--- src/rtl/onehot_encoder_pipe_if.sv ---
// Handshake bundle for the pipelined one-hot encoder.
// master = producer/consumer side, slave = encoder side.
interface onehot_encoder_pipe_if #(
    parameter int WIDTH     = 32,
    parameter int CNT_WIDTH = 8
);
    localparam int WIDTH_LOG = $clog2(WIDTH);

    logic                 in_valid;
    logic                 in_ready;
    logic [WIDTH-1:0]     dec_vld;
    logic                 out_valid;
    logic                 out_ready;
    logic [WIDTH_LOG-1:0] enc_idx;
    logic                 enc_vld;
    logic                 enc_err;
    logic                 err_clr;
    logic [CNT_WIDTH-1:0] err_cnt;

    modport master (
        output in_valid,
        output dec_vld,
        output out_ready,
        output err_clr,
        input  in_ready,
        input  out_valid,
        input  enc_idx,
        input  enc_vld,
        input  enc_err,
        input  err_cnt
    );

    modport slave (
        input  in_valid,
        input  dec_vld,
        input  out_ready,
        input  err_clr,
        output in_ready,
        output out_valid,
        output enc_idx,
        output enc_vld,
        output enc_err,
        output err_cnt
    );
endinterface

--- src/rtl/onehot_encoder_pipe.sv ---
// Pipelined one-hot to binary encoder with valid/ready flow
// control and a saturating counter of delivered multi-hot results.
module onehot_encoder_pipe #(
    parameter int WIDTH          = 32,
    parameter int STAGES         = 2,
    parameter int CNT_WIDTH      = 8,
    parameter int IMPLEMENTATION = 0
) (
    input  logic clk,
    input  logic rst_n,
    onehot_encoder_pipe_if.slave bus
);
    localparam int WIDTH_LOG = $clog2(WIDTH);
    localparam int DW        = WIDTH_LOG + 2;
    localparam logic [CNT_WIDTH-1:0] CNT_MAX = '1;

    if (WIDTH < 2) begin : g_bad_width
        $fatal(1, "onehot_encoder_pipe: WIDTH must be >= 2");
    end
    if (STAGES < 1 || STAGES > 4) begin : g_bad_stages
        $fatal(1, "onehot_encoder_pipe: STAGES must be 1..4");
    end
    if (IMPLEMENTATION != 0 && IMPLEMENTATION != 1) begin : g_bad_impl
        $fatal(1, "onehot_encoder_pipe: IMPLEMENTATION must be 0 or 1");
    end
    if (CNT_WIDTH < 1) begin : g_bad_cnt
        $fatal(1, "onehot_encoder_pipe: CNT_WIDTH must be >= 1");
    end

    // Positions whose index has bit b set.
    function automatic logic [WIDTH-1:0] bit_mask(input int b);
        logic [WIDTH-1:0] m;
        m = '0;
        for (int i = 0; i < WIDTH; i++) begin
            m[i] = ((i >> b) & 1) != 0;
        end
        return m;
    endfunction

    logic [WIDTH_LOG-1:0] w_idx;
    logic                 w_any;
    logic                 w_multi;

    assign w_any = |bus.dec_vld;
    // x & (x-1) clears the lowest set bit; nonzero means two or more.
    assign w_multi = |(bus.dec_vld & (bus.dec_vld - WIDTH'(1)));

    if (IMPLEMENTATION == 0) begin : g_enc_loop
        // OR together the indices of every set bit.
        always_comb begin
            w_idx = '0;
            for (int i = 0; i < WIDTH; i++) begin
                if (bus.dec_vld[i]) begin
                    w_idx = w_idx | WIDTH_LOG'(i);
                end
            end
        end
    end else begin : g_enc_table
        for (genvar b = 0; b < WIDTH_LOG; b++) begin : g_bit
            assign w_idx[b] = |(bus.dec_vld & bit_mask(b));
        end
    end

    logic [STAGES-1:0] r_vld;
    logic [DW-1:0]     r_dat  [STAGES];
    logic [STAGES-1:0] w_load;
    logic [STAGES-1:0] w_up_v;
    logic [DW-1:0]     w_up_d [STAGES];
    logic              r_rdy;
    logic              w_in_fire;

    // A stage may load if it or any stage downstream has room,
    // or the sink takes the last stage this cycle.
    always_comb begin
        logic acc;
        acc = bus.out_ready;
        w_load = '0;
        for (int k = STAGES - 1; k >= 0; k--) begin
            acc = acc | ~r_vld[k];
            w_load[k] = acc;
        end
    end

    assign bus.in_ready = r_rdy & w_load[0];
    assign w_in_fire    = bus.in_valid & bus.in_ready;

    // Upstream source for each stage: encoder for the first one.
    always_comb begin
        w_up_v    = '0;
        w_up_v[0] = w_in_fire;
        w_up_d[0] = {w_idx, w_any, w_multi};
        for (int k = 1; k < STAGES; k++) begin
            w_up_v[k] = r_vld[k-1];
            w_up_d[k] = r_dat[k-1];
        end
    end

    // Input is held off until the first edge after reset release.
    always_ff @(posedge clk or negedge rst_n) begin
        if (!rst_n) begin
            r_rdy <= 1'b0;
        end else begin
            r_rdy <= 1'b1;
        end
    end

    // Stage registers; data only moves when a valid word arrives.
    always_ff @(posedge clk or negedge rst_n) begin
        if (!rst_n) begin
            r_vld <= '0;
            for (int k = 0; k < STAGES; k++) begin
                r_dat[k] <= '0;
            end
        end else begin
            for (int k = 0; k < STAGES; k++) begin
                if (w_load[k]) begin
                    r_vld[k] <= w_up_v[k];
                    if (w_up_v[k]) begin
                        r_dat[k] <= w_up_d[k];
                    end
                end
            end
        end
    end

    assign bus.out_valid = r_vld[STAGES-1];
    assign {bus.enc_idx, bus.enc_vld, bus.enc_err} = r_dat[STAGES-1];

    logic w_inc;
    assign w_inc = bus.out_valid & bus.out_ready & bus.enc_err;

    // Saturating error counter; a clear that coincides with an
    // increment counts the new event.
    always_ff @(posedge clk or negedge rst_n) begin
        if (!rst_n) begin
            bus.err_cnt <= '0;
        end else if (w_inc) begin
            if (bus.err_clr) begin
                bus.err_cnt <= CNT_WIDTH'(1);
            end else if (bus.err_cnt != CNT_MAX) begin
                bus.err_cnt <= bus.err_cnt + CNT_WIDTH'(1);
            end
        end else if (bus.err_clr) begin
            bus.err_cnt <= '0;
        end
    end
endmodule

--- src/flat_wrapper.sv ---
// flat-port wrapper written by rule: the top's interface ports become plain ports
module onehot_encoder_pipe_flat 
#(
    parameter int WIDTH          = 32,
    parameter int STAGES         = 2,
    parameter int CNT_WIDTH      = 8,
    parameter int IMPLEMENTATION = 0
)
  (clk, rst_n, bus_in_valid, bus_dec_vld, bus_out_ready, bus_err_clr, bus_in_ready, bus_out_valid, bus_enc_idx, bus_enc_vld, bus_enc_err, bus_err_cnt);
  onehot_encoder_pipe_if #(.WIDTH(WIDTH), .CNT_WIDTH(CNT_WIDTH)) bus_i ();
  input  logic clk;
  input  logic rst_n;
  input wire logic [$bits(bus_i.in_valid)-1:0] bus_in_valid;
  input wire logic [$bits(bus_i.dec_vld)-1:0] bus_dec_vld;
  input wire logic [$bits(bus_i.out_ready)-1:0] bus_out_ready;
  input wire logic [$bits(bus_i.err_clr)-1:0] bus_err_clr;
  output wire logic [$bits(bus_i.in_ready)-1:0] bus_in_ready;
  output wire logic [$bits(bus_i.out_valid)-1:0] bus_out_valid;
  output wire logic [$bits(bus_i.enc_idx)-1:0] bus_enc_idx;
  output wire logic [$bits(bus_i.enc_vld)-1:0] bus_enc_vld;
  output wire logic [$bits(bus_i.enc_err)-1:0] bus_enc_err;
  output wire logic [$bits(bus_i.err_cnt)-1:0] bus_err_cnt;
  assign bus_i.in_valid = bus_in_valid;
  assign bus_i.dec_vld = bus_dec_vld;
  assign bus_i.out_ready = bus_out_ready;
  assign bus_i.err_clr = bus_err_clr;
  assign bus_in_ready = bus_i.in_ready;
  assign bus_out_valid = bus_i.out_valid;
  assign bus_enc_idx = bus_i.enc_idx;
  assign bus_enc_vld = bus_i.enc_vld;
  assign bus_enc_err = bus_i.enc_err;
  assign bus_err_cnt = bus_i.err_cnt;
  onehot_encoder_pipe #(.WIDTH(WIDTH), .STAGES(STAGES), .CNT_WIDTH(CNT_WIDTH), .IMPLEMENTATION(IMPLEMENTATION)) u_core (.clk(clk), .rst_n(rst_n), .bus(bus_i));
endmodule
--- config.mk ---
export PLATFORM = sky130hd
export DESIGN_NAME = onehot_encoder_pipe_flat
export DESIGN_NICKNAME = d
export VERILOG_FILES = /design/src/rtl/onehot_encoder_pipe_if.sv /design/src/rtl/onehot_encoder_pipe.sv /design/src/flat_wrapper.sv
export SDC_FILE = /design/constraint.sdc
export NUM_CORES = 1
export LEC_CHECK = 0
export BUFFER_PORTS_ARGS = -buffer_cell sky130_fd_sc_hd__buf_2
export CAP_MARGIN = 30
export CORE_ASPECT_RATIO = 1.75
export CORE_MARGIN = 2
export CORE_UTILIZATION = 24
export CTS_BUF_LIST = sky130_fd_sc_hd__clkbuf_4
export DETAILED_ROUTE_END_ITERATION = 8
export SLEW_MARGIN = 20
export SYNTH_ARGS = -nofsm -noshare
export SYNTH_HDL_FRONTEND = slang
export SYNTH_SLANG_ARGS = --single-unit
--- constraint.sdc ---
create_clock -name clk -period 2.2 [get_ports clk]
set_input_delay 0.22 -clock clk [delete_from_list [all_inputs] [get_ports clk]]
set_output_delay 0.22 -clock clk [all_outputs]
set_load 0.02 [all_outputs]
## Word-level counts from Yosys, hierarchy flattened

Cells that the tools add are included.

| operators by class | value |
|---|---|
| add/sub/neg operators | 2 |
| eq/ne operators | 3 |
| muxes and demuxes | 43 |
| bitwise logic cells | 9 |
| reductions and logical operators | 7 |

Operators with widths:

| operator | number |
|---|---|
| $mux W5 | 16 |
| $mux W8 | 8 |
| $reduce_or A32 Y1 | 2 |
| $and A32 B32 Y32 | 1 |
| $mux W4 | 8 |
| $sub A32 B1 Y32 const B | 1 |
| $mux W7 | 4 |
| $mux W3 | 4 |
| $add A8 B1 Y8 const B | 1 |
| $ne A8 B8 Y1 const B | 1 |
| $reduce_and A2 Y1 | 3 |
| $and A1 B1 Y1 | 4 |
| $mux W2 | 2 |
| $reduce_bool A2 Y1 | 2 |
| $ne A2 B1 Y1 const B | 1 |
| $ne A2 B2 Y1 const B | 1 |
| $not A1 Y1 | 2 |
| $or A1 B1 Y1 | 2 |
| $mux W1 | 1 |

| word-level totals | value |
|---|---|
| bits in registers | 25 |
| bits of input ports | 37 |
| output and inout bits | 17 |
| logic and storage cells | 70 |

## Longest topological paths before layout

Gate-level depths: netlist of run 1.

| logic depth | value |
|---|---|
| word-level depth | 33 |
| gate-level depth with buffers | 7 |
| mapped depth without buffers | 7 |

## Worst setup path after synthesis of run 1

OpenSTA, ideal clock, no wires.

| path | value |
|---|---|
| path kind | in2reg |
| from | input port bus_dec_vld[1] |
| to | register u_core.r_dat[7] in the netlist's numbering |
| library setup time | 0.139 ns |
| data arrival time | 2.126 ns |
| required time | 2.061 ns |
| slack | -0.065 ns |
| stages | 7 |
| buffers on the path | 0 |
| cell sequence | or4_4 or4b_4 o21ai_2 a2bb2oi_1 a2111o_1 a211oi_2 a41oi_1 |

| between the ends | value |
|---|---|
| longest elaborated chain between the ends | 5 |

Ends and longest elaborated chain:

| item | line | RTL |
|---|---|---|
| from (decl) | flat_wrapper.sv:14 | `input wire logic [$bits(bus_i.dec_vld)-1:0] bus_dec_vld;` |
| $sub A32 B1 Y32 | onehot_encoder_pipe.sv:46 | `assign w_multi = \|(bus.dec_vld & (bus.dec_vld - WIDTH'(1)));` |
| $and A32 B32 Y32 (*) | onehot_encoder_pipe.sv:46 |  |
| $reduce_or A32 Y1 (*) | onehot_encoder_pipe.sv:46 |  |
| $mux W7 (*) | onehot_encoder_pipe.sv:118 | `if (w_up_v[k]) begin` |
| $mux W7 (*) | onehot_encoder_pipe.sv:116 | `if (w_load[k]) begin` |
| to (signal, indexed assignment) | onehot_encoder_pipe.sv:119 | `r_dat[k] <= w_up_d[k];` |
| to (decl) | onehot_encoder_pipe.sv:65 | `logic [DW-1:0] r_dat [STAGES];` |

Mark *: on every way between the ends. The rest lies on a longest branch, timed or not. The select of a mux whose other input is x is not followed.
A chain may end at the register's enable or synchronous reset.

## Final worst setup path of run 1

Same ends and word-level chain as after synthesis.

==> results.toml, run 1 <==
[drt]
dr.pass1.iters = 4
wl_met1_microns = 1630
antenna_left = 0
routed_wl_microns = 4140
routedWlPerCell_microns = 13.0
wl_met3_microns = 192
drc_errors = 0
route.met2.wl_microns = 2230
highest_layer = "met4"
num_vias = 1533
drt-vias-per-instance = 4.82
drtIter0Drc = 36

[clocking]
path_clk_slew_ns = 0.13
clk_latency_ns = 0.31
cts_tree = "built"
cts_buffers = 3
cts_max_path_buffers = 2
post_cts_buffers = 0
clock_sinks = 25
cts_root_buf = "clkbuf_4"
htree_levels = 1

[floorplan]
die_h_microns = 109
dieArea_sq_um = 7020
dieWidth_microns = 64.2
initial_utilization = 0.246
num_rows = 38
ioPinCount = 54
core_sq_um = 6180

[placement]
gp_congestion = 0.903
place_ws_ns = -0.222
placed_area_sq_um = 2010
dp_hpwl_microns = 3520
port_buffers = 53

[critical_path]
critPathArrivalTime_ns = 2.26
critPathKind = "primary input to flip-flop"
crit_path_start = "bus_dec_vld[1]"
r2r_cells = 7
path_cells = "buf_2, or4_4, or4b_4, o21ai_2, a2bb2oi_1, a2111o_1, a211oi_2, a41oi_1"
r2r-start = "u_core.r_vld[1]$_DFFE_PN0N_"
cp-end-kind = "flip-flop"
worstSetupStartpointType = "primary input"
cp_max_fo = 3
cp_slowest_stage_delay_ns = 0.54
cpMaxStageDelayCell = "or4_4"
cp.required_ns = 2.39

[cells_and_area]
drive_gt1_frac = 0.387
layout.cell_area.non_filler_sq_um = 2050
nets = 277
diodes = 0
syn_to_final_growth_pct = 34.6
final_common_cell = "buf_2"
layout_common_cells = "53 x buf_2, 25 x dfrtp_1, 22 x buf_4"

[timing]
worst_slew_pin_slew_ns = 0.570
finalCritPeriodShare = 0.940
grt_setup_unrepaired = "false"
slew_headroom = 0.620
finalMaxSlewViolations = 0
holdWs_ns = 0.133
setup_ws_ns = 0.133
min_period_ns = 2.07
setup_viol = 0
finClkSkew_ns = 0.0110
tns_ns = 0
fmax_ghz = 0.484
hold_viol_final = 0

[logic_synthesis]
async_flop_share = 1.00
synth_area_sq_um = 1520
syn_area_per_cell_sq_um = 9.23
yosysUniqueCellTypes = 47
synthCells = 165
synth-seq-cells = 25
ys_seq_area_frac = 0.411
syn-num-nets = 203
synth_warnings = 0
synth_edf_count = 0
synth_top_flop_cell = "dfrtp_1"

[global_routing]
grt_overflow = 0
grt_max_degree = 26
grt_pass1_wl_microns = 6740
grt_antenna_before_repair = 0
grt_usage = 0.119
grt_pass1_vias = 1472

[job]
drv_cap = 0

[hold_path]
min_from = "bus_in_valid"
hold_depth = 3
min_path_type = "primary input to flip-flop"

[power]
ir_drop_mv = 0.168
p_leak_uw = 0.000847
power_density_nw_per_um2 = 421

[outcome]
status = "complete, no violations"
## timing repair
| action | 4_1_cts | 5_1_grt |
|---|---|---|
| endpoints found under the setup margin | 0 | 1 |
| endpoints found under the hold margin | 25 | 0 |
| hold buffers | 1 | 0 |
| resized for setup | 0 | 1 |
## cells in the mapped netlist (all sizes together), types with 2 or more instances
| cell | n | area share |
|---|---|---|
| a211oi | 4 | 0.023 |
| a21o | 2 | 0.0099 |
| a21oi | 7 | 0.023 |
| and3 | 4 | 0.016 |
| buf | 6 | 0.027 |
| dfrtp | 25 | 0.41 |
| inv | 2 | 0.0049 |
| maj3 | 2 | 0.013 |
| mux2 | 7 | 0.052 |
| nand2 | 12 | 0.030 |
| nand2b | 2 | 0.0082 |
| nand3 | 5 | 0.016 |
| nand3b | 2 | 0.0099 |
| nand4 | 6 | 0.025 |
| nor2 | 18 | 0.044 |
| nor3 | 7 | 0.023 |
| nor4 | 11 | 0.045 |
| o21a | 4 | 0.020 |
| o21ai | 4 | 0.016 |
| or2 | 2 | 0.0082 |
| or3 | 5 | 0.021 |
| or4 | 2 | 0.012 |
| xor2 | 6 | 0.035 |
## registers in the layout, summed over array words and instances (netlist names)
name                flops
u_core.r_vld            2
u_core.r_dat            7
u_core.bus.enc_idx      5
u_core.r_rdy            1
u_core.bus.enc_err      1
u_core.bus.err_cnt      8
u_core.bus.enc_vld      1
## critical path, delay by kind of cell
kind	cells	cell delay [ns]
AO/OA/AOI/OAI	5	0.85
AND/OR/NAND/NOR	2	1.08
buffers and inverters	1	0.11
## routing by layer
metal / vias to the layer above / GRT usage
li1: 766 / -
met1: 715 / 0.133
met2: 46 / 0.229
met3: 6 / 0.0123
met4: 0 / 0.0441
met5: - / 0
## cells by family after synthesis
| logic type | Yosys count | synth area share |
|---|---|---|
| simple gates | 79 | 0.276 |
| compound gates | 34 | 0.162 |
| flops | 25 | 0.411 |
| buf+inv | 9 | 0.0345 |
| mux | 8 | 0.0583 |
| xor+xnor | 6 | 0.0345 |
| fa+ha+maj | 3 | 0.0214 |
| other cells | 1 | 0.00246 |
## cell type report
type | count | area (sq um)
clock buffer | 4 | 30.0
fill | 695 | 4130
inverter | 2 | 7.51
multi-input combinational | 131 | 846
sequential | 25 | 626
tap | 80 | 100
timing repair buffer | 76 | 440
## per-stage QoR
stage	total power, uW	util	cells
2_1_floorplan	553	-	165
3_3_place_gp	662	0.325	313
3_5_place_dp	664	0.325	313
4_1_cts	880	0.331	318
5_1_grt	921	0.332	318
6_report	863	0.332	318
## worst paths after layout
kind / endpoint / slack (ns)
setup / recovery: u_core.r_dat[7]$_DFFE_PN0P_ / 0.13
hold / removal: u_core.r_vld[0]$_DFFE_PN0N_ / 0.13
setup reg to reg: u_core.r_dat[7]$_DFFE_PN0P_ / 0.43
hold reg to reg: u_core.r_dat[10]$_DFFE_PN0P_ / 0.50
max in group asynchronous: u_core.bus.enc_idx[1]$_DFFE_PN0P_ / 1.39
min in group asynchronous: u_core.bus.err_cnt[5]$_DFFE_PN0P_ / 0.42
## where the power goes
part           leakage [uW]  switching (uW)  internal, uW
registers          0.000269            7.66           468
logic              0.000560            99.0          79.1
clock network     0.0000184             126          83.0
total              0.000847             232           630
(Power assumes the default switching activity.)
==> inputs of run 2 (changes only) <==
CORE_UTILIZATION = 40   (was 24)
PLACE_DENSITY = 0.66   (was default)
==> run 2 against run 1 <==
Routed wire length decreased by 4.1%; non-clock buffer count unchanged; clock skew decreased by 0.0063 ns; critical path type unchanged; critical endpoint unchanged; highest routed layer unchanged.
==> results.toml, run 2 (synthesis gave the netlist of run 1 again) <==
[global_routing]
use_met3 = 0.0157
grt_pass1_wl_microns = 6640
grt_overflow = 0
use_met2 = 0.370
grt_pass1_vias = 1530
gr-max-usage-layer = "met2"
grt_max_degree = 26
grt_usage = 0.197
grt_antenna_before_repair = 0
grtUsageMet1 = 0.210

[hold_path]
min_from = "bus_in_valid"
min_path_type = "primary input to flip-flop"
min_to = "u_core.r_vld[0]$_DFFE_PN0N_"
hold_depth = 3

[critical_path]
reg2reg_to = "u_core.bus.err_cnt[7]$_DFFE_PN0P_"
r2r_cells = 7
critical_path_buf_inv_count = 1
cp.required_ns = 2.39
cp_slowest_stage_delay_ns = 0.55
reg2reg_slack_ns = 0.42
cp_max_fo = 3
critPathArrivalTime_ns = 2.27
worstSetupStartpointType = "primary input"
cpMaxStageDelayCell = "or4_4"
path_cells = "buf_2, or4_4, or4b_4, o21ai_2, a2bb2oi_1, a2111o_1, a211oi_2, a41oi_1"
cp_top_family = "simple AND/OR/NAND/NOR gates"
r2r-start = "u_core.bus.err_cnt[3]$_DFFE_PN0P_"
cp-end-kind = "flip-flop"
critPathKind = "primary input to flip-flop"

[drt]
num_vias = 1578
routedWlPerCell_microns = 14.0
antenna_left = 0
drc_errors = 0
drtIter0Drc = 33
drt-vias-per-instance = 5.56
dr.pass1.iters = 4
routed_wl_microns = 3970

[power]
power.internal_uw = 615
design_power_total_uw = 850
ir_drop_mv = 0.218
p_leak_uw = 0.000847
p_seq_frac = 0.560
power.switching_uw = 236
clkPwrFrac = 0.232
switching_share = 0.277
pwr-share-comb = 0.208
power_density_nw_per_um2 = 423

[placement]
port_buffers = 53
gp_congestion = 0.951
dp_hpwl_microns = 3350
place_ws_ns = -0.266

[timing]
fmax_ghz = 0.480
grt_setup_unrepaired = "false"
hold_viol_final = 0
setup_viol = 0
setup_ws_ns = 0.116
slew_headroom = 0.643
finalCritPeriodShare = 0.947
min_period_ns = 2.08
finalMaxSlewViolations = 0
finClkSkew_ns = 0.00466
worst_slew_pin_slew_ns = 0.535

[floorplan]
die_h_microns = 85.6
initial_utilization = 0.420
dieArea_sq_um = 4340
dieWidth_microns = 50.6
ioPinCount = 54
core_sq_um = 3630
num_rows = 29

[clocking]
cts_max_path_buffers = 2
cts_tree = "built"
cts_root_buf = "clkbuf_4"
clock_sinks = 25
clk_latency_ns = 0.31
post_cts_buffers = 0
htree_levels = 1
path_clk_slew_ns = 0.13
cts_buffers = 3

[cells_and_area]
layout_common_cells = "53 x buf_2, 25 x dfrtp_1, 22 x buf_4"
utilization = 0.554
drive_gt1_frac = 0.391
nets = 277
final_common_cell = "buf_2"
diodes = 0
largest-register = "u_core.bus.err_cnt"
syn_to_final_growth_pct = 32.0
largest_reg_flops = 8

[job]
drv_cap = 0

[outcome]
status = "complete, no violations"
==> run 2: how the worst max path moves through the flow <==
stage,cells past startpoint,start,slack (ns),endpoint
3_3_place_gp,10,bus_dec_vld[1],-0.26,u_core.r_dat[7]$_DFFE_PN0P_
5_1_grt,10,bus_dec_vld[1],0.04,u_core.r_dat[7]$_DFFE_PN0P_
2_1_floorplan,7,bus_dec_vld[1],-0.009,u_core.r_dat[7]$_DFFE_PN0P_
3_5_place_dp,10,bus_dec_vld[1],-0.27,u_core.r_dat[7]$_DFFE_PN0P_
4_1_cts,10,bus_dec_vld[1],0.06,u_core.r_dat[7]$_DFFE_PN0P_
6_report,8,bus_dec_vld[1],0.12,u_core.r_dat[7]$_DFFE_PN0P_
==> run 2: power groups by stage <==
stage | sequential, uW | clock (uW) | combinational (uW)
after floorplan | 492 | 0 | 60.5
after global placement | 484 | 0 | 175
after detailed placement | 485 | 0 | 176
after CTS | 476 | 206 | 178
after global routing | 478 | 223 | 196
final | 476 | 197 | 177
==> run 2: repair_timing <==
action,in CTS,in global routing
hold endpoints to repair,25,0
hold buffers,1,0
setup endpoints to repair,0,1
gates resized for setup,0,1
==> run 2: worst register-to-register path, stage by stage (launching register included) <==
cell and delay (ns):
dfrtp_1 0.44, and3_1 0.22, and3_1 0.22, a31oi_1 0.24, and3_1 0.25, nand2_1 0.08, xor2_1 0.14, nor2_1 0.12
==> run 2: through the flow <==
step                 TNS, ns  hold slack, ns  cell area, sq um  instances
floorplan           -0.00870         -0.0756              1520        165
global route               0           0.148              2010        284
detailed placement    -0.266           0.237              1970        279
finish                     0           0.131              2010        284
CTS                        0           0.127              2000        284
global placement      -0.262           0.234              1970        279
==> run 2: layout make-up <==
cell class / instances / area [sq um]
sequential: 25 / 626
timing repair buffer: 76 / 440
inverter: 2 / 7.51
multi-input combinational: 131 / 851
clock inverter: 1 / 5.00
tap: 46 / 57.6
clock buffer: 3 / 22.5
fill: 386 / 1620
==> run 2: routing by layer <==
layer,share of wire,wire (microns)
met5,0,0
met4,0.039,155
met3,0.048,189
met2,0.56,2240
met1,0.35,1390
